File: src/rtl/uart_tx_arbiter.sv
// Round-robin scheduler sharing one UART byte transmitter between four requesters.
// The winning byte is latched and the transmitter is enabled for one 10-bit frame, then an optional idle gap follows.
module uart_tx_arbiter #(
    parameter int unsigned BPS      = 434,
    parameter int unsigned GAP_CLKS = 0
) (
    input  logic        clk,
    input  logic        rst_n,
    input  logic [3:0]  req,
    input  logic [31:0] data_in,
    output logic [3:0]  ack,
    output logic        done,
    output logic [1:0]  grant,
    output logic        busy,
    output logic        tx_en_sig,
    output logic [7:0]  tx_data
);

    localparam int unsigned FRAME = 10 * BPS;
    localparam int unsigned CNT_W = 16;
    localparam logic [CNT_W-1:0] FRAME_LAST = CNT_W'(FRAME - 1);
    localparam logic [CNT_W-1:0] GAP_LAST   = (GAP_CLKS == 0) ? '0 : CNT_W'(GAP_CLKS - 1);

    typedef enum logic [1:0] {
        IDLE = 2'd0,
        SEND = 2'd1,
        GAP  = 2'd2
    } state_t;

    state_t           state;
    logic [CNT_W-1:0] cnt;
    logic [1:0]       win;
    logic [1:0]       idx;

    // Winner is the first pending requester after the last grant; scanning
    // offsets high-to-low lets the nearest one overwrite the farther ones.
    always_comb begin
        win = grant;
        idx = '0;
        for (int o = 4; o >= 1; o--) begin
            idx = grant + 2'(o);
            if (req[idx]) begin
                win = idx;
            end
        end
    end

    always_ff @(posedge clk or negedge rst_n) begin
        if (!rst_n) begin
            state     <= IDLE;
            cnt       <= '0;
            ack       <= '0;
            done      <= 1'b0;
            grant     <= 2'd3;
            busy      <= 1'b0;
            tx_en_sig <= 1'b0;
            tx_data   <= 8'h00;
        end else begin
            ack  <= '0;
            done <= 1'b0;
            case (state)
                IDLE: begin
                    if (|req) begin
                        tx_data   <= data_in[{win, 3'b000} +: 8];
                        grant     <= win;
                        ack       <= 4'b0001 << win;
                        tx_en_sig <= 1'b1;
                        busy      <= 1'b1;
                        cnt       <= '0;
                        state     <= SEND;
                    end
                end
                SEND: begin
                    if (cnt == FRAME_LAST) begin
                        tx_en_sig <= 1'b0;
                        done      <= 1'b1;
                        cnt       <= '0;
                        if (GAP_CLKS == 0) begin
                            state <= IDLE;
                            busy  <= 1'b0;
                        end else begin
                            state <= GAP;
                        end
                    end else begin
                        cnt <= cnt + CNT_W'(1);
                    end
                end
                GAP: begin
                    if (cnt == GAP_LAST) begin
                        state <= IDLE;
                        busy  <= 1'b0;
                        cnt   <= '0;
                    end else begin
                        cnt <= cnt + CNT_W'(1);
                    end
                end
                default: state <= IDLE;
            endcase
        end
    end

endmodule

File: config.mk
export PLATFORM = sky130hd
export DESIGN_NAME = uart_tx_arbiter
export DESIGN_NICKNAME = d
export VERILOG_FILES = /design/src/rtl/uart_tx_arbiter.sv
export SDC_FILE = /design/constraint.sdc
export NUM_CORES = 1
export LEC_CHECK = 0
export ABC_AREA = 1
export BUFFER_PORTS_ARGS = -buffer_cell sky130_fd_sc_hd__buf_2
export CAP_MARGIN = 15
export CORE_ASPECT_RATIO = 1.5
export CORE_MARGIN = 2
export CORE_UTILIZATION = 45
export DETAILED_ROUTE_END_ITERATION = 8
export GPL_TIMING_DRIVEN = 0
export PLACE_DENSITY = 0.8
export SLEW_MARGIN = 20
export SYNTH_ARGS = -nofsm -noshare
export SYNTH_HDL_FRONTEND = slang
export SYNTH_SLANG_ARGS = --single-unit
File: constraint.sdc
create_clock -name clk -period 2.48 [get_ports clk]
set_input_delay 0.248 -clock clk [delete_from_list [all_inputs] [get_ports clk]]
set_output_delay 0.248 -clock clk [all_outputs]
set_load 0.02 [all_outputs]
Word level (Yosys, flattened, before mapping)

Index checks and enable logic that the tools add are counted.

Add/sub/neg operators: 4
Order comparisons: 3
Eq/ne operators: 6
Shifts and indexed selects: 2
Mux-type cells: 26
Reduce and logical (&&, ||, !) cells: 10

Operators with widths:

| operator                                              | count |
|---|---|
| 2-to-1 mux 16 bit                                     | 3 |
| case mux 16 bit (3 select lines)                      | 1 |
| variable part select 32 x 6 -> 8 bit                  | 1 |
| adder 16 x 1 -> 16 bit, second input constant         | 1 |
| equality test 16 x 13 -> 1 bit, second input constant | 1 |
| zero test 16 bit                                      | 1 |
| 2-to-1 mux 2 bit                                      | 6 |
| < comparator 2 x 3 -> 1 bit, second input constant    | 3 |
| 2-to-1 mux 1 bit                                      | 8 |
| 2-to-1 mux 4 bit                                      | 2 |
| binary-select mux 1 bit (select 2 bit)                | 3 |
| inequality test 2 bit, second input constant          | 3 |
| case mux 2 bit (3 select lines)                       | 1 |
| AND reduction 3 bit                                   | 2 |
| adder 2 bit, second input constant                    | 2 |
| AND reduction 2 bit                                   | 2 |
| AND reduction 4 bit                                   | 1 |
| OR reduction 4 bit                                    | 1 |
| << shifter 1 x 2 -> 4 bit, first input constant       | 1 |
| case mux 1 bit (3 select lines)                       | 1 |
| nonzero test 3 bit                                    | 1 |
| adder 2 x 1 -> 2 bit, second input constant           | 1 |
| equality test 2 x 1 -> 1 bit, second input constant   | 1 |
| equality test 2 bit, second input constant            | 1 |
| 3 further kinds                                       | 3 |

Register bits after elaboration: 35
Output and inout bits: 17
Logic and storage cells: 59

Longest topological paths before layout

Word-level depth: 9
Mapped depth: 16
Depth with buffers taken out: 15

Worst setup path after synthesis

No wires, ideal clock.

Kind: register -> register
Start: reg grant[0]
End: reg tx_data[1]
Arrival time: 1695 ps
Setup slack: 669 ps
Cell stages (with the launch flop): 16
Path buffers: 2
Path through: dfstp_2 buf_6 inv_8 nand2_2 nand2_2 nand2_1 nand2_2 nand2_4 nand2_4 nand2_8 buf_8 nand3_2 nand3_1 nand2_1 nand2_1 nand2_1

Cells in the longest elaborated chain, start to end: 7
Elaborated cells on any way between the ends: 13
Those cells by class: add/sub (3); shift (1); mux (9)

Ends and longest elaborated chain:

| what                                     | RTL line | source |
|---|---|---|
| start, declared                          | 13       | `output logic [1:0] grant,` |
| start signal, assigned                   | 65       | `grant <= win;` |
| adder 2 bit                              | 41       | `idx = grant + 2'(o);` |
| binary-select mux 1 bit (select 2 bit)   | 42       | `if (req[idx]) begin` |
| 2-to-1 mux 1 bit (implied by the code)   | 42       |  |
| 2-to-1 mux 2 bit (2 in series)           | 42       |  |
| 2-to-1 mux 2 bit (*)                     | 42       |  |
| variable part select 32 x 6 -> 8 bit (*) | 64       | `tx_data <= data_in[{win, 3'b000} +: 8];` |
| end signal, assigned                     | 64       |  |
| end, declared                            | 16       | `output logic [7:0] tx_data` |

Every way passes the cells marked *; elsewhere a longest branch is shown, timed or not. The select of a mux whose other input is x is not followed.
A chain may end at the register's enable or synchronous reset.

Worst setup path in the final report

Start: reg grant[0]
End: reg tx_data[5]

The elaborated chain is that of the path after synthesis.

==> impl_metrics.prom <==
# TYPE chip_impl_metric gauge
chip_impl_metric{name="antennaDiodeCount",unit=""} 0
chip_impl_metric{name="die_h",unit="um"} 89.48
chip_impl_metric{name="ff2ff_setup_slack",unit="ns"} 0.55
chip_impl_metric{name="detail_route.vias_per_cell",unit=""} 4.834
chip_impl_metric{name="finalWeightedCongestion",unit=""} 0.8520
chip_impl_metric{name="maxcap_viol_count",unit=""} 0
chip_impl_metric{name="post-cts-setup-buffers",unit=""} 0
chip_impl_metric{name="final_min_period_over_clock_period",unit="%"} 77.77
chip_impl_metric{name="first_global_vias",unit=""} 2048
chip_impl_metric{name="p_sw",unit="mW"} 0.3426
chip_impl_metric{name="timing.critical_path.arrival",unit="ns"} 2.11
chip_impl_info{name="cts-root-buf",value="clkbuf_8"} 1
chip_impl_metric{name="clockPowerShare",unit="%"} 41.9
chip_impl_metric{name="power.static_leakage",unit="nW"} 1.516
chip_impl_metric{name="routed-via-count",unit=""} 2103
chip_impl_metric{name="post-route-cell-area",unit="sq um"} 2671
chip_impl_metric{name="drt-initial-drc-count",unit=""} 73
chip_impl_metric{name="start_util",unit="%"} 45.95
chip_impl_metric{name="detail-route-antenna-nets",unit=""} 0
chip_impl_metric{name="netlist_area",unit="sq um"} 2192
chip_impl_metric{name="drive_above_1_share",unit="%"} 27.37
chip_impl_metric{name="worst-slew-pin-transition",unit="ns"} 0.6842
chip_impl_metric{name="core_area",unit="sq um"} 4771
chip_impl_info{name="r2r_start",value="grant[0]"} 1
chip_impl_metric{name="cellPowerDensity",unit="nW/um^2"} 493.0
chip_impl_metric{name="pwr-share-seq",unit="%"} 40.7
chip_impl_metric{name="share_of_power_burned_in_combinational_logic",unit="%"} 17.3
chip_impl_info{name="startpoint_type",value="flop"} 1
chip_impl_metric{name="synth-seq-area-share",unit="%"} 36.64
chip_impl_metric{name="internal_power",unit="mW"} 0.9744
chip_impl_metric{name="period_needed",unit="ns"} 1.929
chip_impl_metric{name="netlist-cell-type-count",unit=""} 32
chip_impl_info{name="timing.hold.worst.class",value="in2async"} 1
chip_impl_metric{name="worst_clock_skew",unit="ns"} 0.004101
chip_impl_metric{name="synthesized_netlist_cell_count",unit=""} 307
chip_impl_metric{name="timing.max_slew.rel_slack",unit="%"} 54.39
chip_impl_metric{name="worst_ir_drop_vdd",unit="V"} 0.0001985
chip_impl_metric{name="finalSetupViolCount",unit=""} 0
chip_impl_metric{name="cts_buffers",unit=""} 5
chip_impl_metric{name="floorplan.io_pins",unit=""} 55
chip_impl_metric{name="syn-num-nets",unit=""} 346
chip_impl_metric{name="antenna_violations_before_repair",unit=""} 0
chip_impl_metric{name="register_bit_total_from_synthesis",unit=""} 32
chip_impl_metric{name="full_die_area",unit="sq um"} 5457
chip_impl_metric{name="finish.net_count",unit=""} 407
chip_impl_metric{name="detailedPlacementHpwl",unit="um"} 3871
chip_impl_metric{name="cts_hold_buffers",unit=""} 0
chip_impl_metric{name="maximum_number_of_pins_on_one_net_before_global_route_repair",unit=""} 33
chip_impl_metric{name="post_cts.resized_instances",unit=""} 0
chip_impl_metric{name="chipWidth",unit="um"} 60.99
chip_impl_metric{name="rr_worst_depth",unit=""} 14
chip_impl_info{name="violations_in_the_final_reports",value="hold timing"} 1
chip_impl_metric{name="final_hold_viol_count",unit=""} 5
chip_impl_metric{name="cts_sinks",unit=""} 32
chip_impl_info{name="worstSetupPathType",value="reg2reg"} 1
chip_impl_metric{name="tns",unit="ns"} 0
chip_impl_metric{name="postPlaceCellArea",unit="sq um"} 2545
chip_impl_info{name="cts_tree",value="built"} 1
chip_impl_metric{name="layout-area-overhead-vs-synth",unit="%"} 21.86
chip_impl_info{name="run_status",value="finished with violations"} 1
chip_impl_metric{name="rows",unit=""} 31
chip_impl_metric{name="cts_max_level",unit=""} 2
chip_impl_metric{name="io_buffers",unit=""} 54
chip_impl_info{name="destination_of_the_worst_register_to_register_timing_path",value="tx_data[5]"} 1
chip_impl_metric{name="final_wl",unit="um"} 4966
chip_impl_metric{name="clock_path_buffers",unit=""} 2
chip_impl_metric{name="syn_avg_cell_area",unit="sq um"} 7.140
chip_impl_metric{name="grt_usage",unit="%"} 20.53
chip_impl_metric{name="critPathMaxFanout",unit=""} 10
chip_impl_metric{name="dr.pass1.iters",unit=""} 4
chip_impl_metric{name="grt_overflow",unit=""} 0
chip_impl_metric{name="first_pass_grt_wire_length",unit="um"} 8611
chip_impl_metric{name="sw_share",unit="%"} 26.01
chip_impl_metric{name="drt_drc_violations_left",unit=""} 0
chip_impl_metric{name="wl_per_cell",unit="um"} 11.42
chip_impl_metric{name="slew_violations",unit=""} 0
chip_impl_metric{name="worst_ep_required_time",unit="ns"} 2.66
chip_impl_metric{name="clk_transition_reported_paths",unit="ns"} 0.07
chip_impl_info{name="grt_setup_unrepaired",value="no"} 1
chip_impl_metric{name="synth-warning-count",unit=""} 0
chip_impl_metric{name="insertion_delay",unit="ns"} 0.29
chip_impl_info{name="setup.worst_path.end_class",value="flop"} 1
chip_impl_metric{name="timing.fmax",unit="GHz"} 0.5185
chip_impl_metric{name="finalHoldWorstSlack",unit="ns"} -0.004680
[cells in the mapped netlist]
| library cell | number | area [sq um] |
|---|---|---|
| nand2_1 | 79 | 296.5 |
| inv_1 | 52 | 195.2 |
| nand3_1 | 44 | 220.2 |
| dfrtp_1 | 30 | 750.7 |
| nor2_1 | 16 | 60.06 |
| o21ai_0 | 11 | 55.05 |
| nand2_2 | 10 | 62.56 |
| nand3_2 | 9 | 90.09 |
| xor2_1 | 7 | 61.31 |
| nor3_1 | 6 | 30.03 |
| o22ai_1 | 6 | 37.54 |
| inv_2 | 4 | 15.01 |
| nand4_1 | 4 | 25.02 |
| a21oi_1 | 3 | 15.01 |
| buf_6 | 3 | 33.78 |
| clkbuf_1 | 3 | 11.26 |
| dfstp_2 | 2 | 52.55 |
| nand2_4 | 2 | 22.52 |
| nor4_1 | 2 | 12.51 |
| xnor2_1 | 2 | 17.52 |
| and3_1 | 1 | 6.260 |
| buf_2 | 1 | 5.000 |
| buf_4 | 1 | 7.510 |
| buf_8 | 1 | 15.01 |
| ha_1 | 1 | 12.51 |
| inv_8 | 1 | 11.26 |
| nand2_8 | 1 | 20.02 |
| nand3_4 | 1 | 17.52 |
| nor3_2 | 1 | 10.01 |
| o21a_1 | 1 | 7.510 |
| o21ai_2 | 1 | 8.760 |
| or2_2 | 1 | 6.260 |
[worst max-delay path: stages (launching register included)]
cell and delay, ns:
dfstp_2 0.54, buf_6 0.17, inv_8 0.06, nand2_2 0.06, nand2_2 0.05, nand2_1 0.10, nand2_2 0.07, nand2_4 0.09
nand2_4 0.07, nand2_1 0.22, nand3_1 0.12, nand3_1 0.10, nand2_1 0.06, nand2_1 0.05, nand2_1 0.04
[state kept, by name (all words and copies together) (netlist names)]
| register | count |
|---|---|
| ack | 4 |
| tx_data | 8 |
| grant | 2 |
| done | 1 |
| cnt | 16 |
| busy | 1 |
[through the flow]
step           hold WS [ns]  setup WS [ns]  power (mW)  std cells  utilization [%]
5_1_grt             0.05863         0.3124       1.383        435            55.99
6_report          -0.004680         0.5513       1.317        435            55.99
3_3_place_gp         0.3371         0.6113      0.7713        427            53.34
3_5_place_dp         0.3345         0.5722      0.7745        427            53.34
4_1_cts             0.02733         0.5501       1.325        435            55.99
2_1_floorplan      -0.04759         0.6690      0.7017        307                -
[kinds of logic after synthesis]
group | count (synthesis) | share of synthesized area, %
AOI/OAI and AO/OA | 22 | 5.651
adders and majority gates | 1 | 0.5707
and+or+nand+nor | 177 | 40.13
DFF | 32 | 36.64
buffers and inverters | 66 | 13.41
xor gates and xnor gates | 9 | 3.596
[worst max path at each step]
stage / start / to / cells past startpoint
2_1_floorplan: grant[0] / tx_data[1] / 15
3_3_place_gp: grant[0] / tx_data[6] / 14
3_5_place_dp: grant[0] / tx_data[7] / 14
4_1_cts: grant[0] / tx_data[5] / 14
5_1_grt: grant[0] / tx_data[3] / 13
6_report: grant[0] / tx_data[5] / 14
[placed cells by master (no fill, tap or decap), types with 2 or more instances in the layout]
cell type / synthesis / layout
nand2_4: 2 / 2
clkbuf_8: 0 / 7
clkbuf_1: 3 / 3
xor2_1: 7 / 7
nand3_1: 44 / 44
nand3_2: 9 / 9
nand2_1: 79 / 79
inv_1: 52 / 52
a21oi_1: 3 / 3
xnor2_1: 2 / 2
buf_2: 1 / 55
nor3_1: 6 / 6
nor2_1: 16 / 16
nand4_1: 4 / 4
o22ai_1: 6 / 6
o21ai_0: 11 / 11
dfstp_2: 2 / 2
dfrtp_1: 30 / 30
buf_6: 3 / 3
nand2_2: 10 / 10
nor4_1: 2 / 2
inv_2: 4 / 4
[area by class of cell]
| cell class | count | area [sq um] |
|---|---|---|
| fillers | 484 | 2100 |
| multi-input cells | 209 | 1095 |
| flip-flops and latches | 32 | 803.3 |
| repair buffers | 54 | 270.3 |
| inverters | 57 | 221.5 |
| clock buffers | 7 | 96.34 |
| well taps | 66 | 82.58 |
| plain buffers | 9 | 72.57 |
| clock inverters | 1 | 30.03 |
[metal layers]
layer	wire [um]	GRT usage [%]	vias to the layer above	share of wire (%)
met4	63	7.708	0	1.3
li1	-	-	1086	-
met2	2713	37.93	65	55
met5	0	0	-	0
met1	1948	22.97	945	39
met3	240	3.184	7	4.8
[power groups by stage]
stage               clock network, mW  registers, mW  logic, mW
floorplan                           0          0.555      0.147
global placement                    0          0.546      0.225
detailed placement                  0          0.546      0.229
CTS                             0.559          0.536      0.230
global route                    0.585          0.537      0.261
finish                          0.552          0.536      0.228
(Power assumes the default switching activity.)
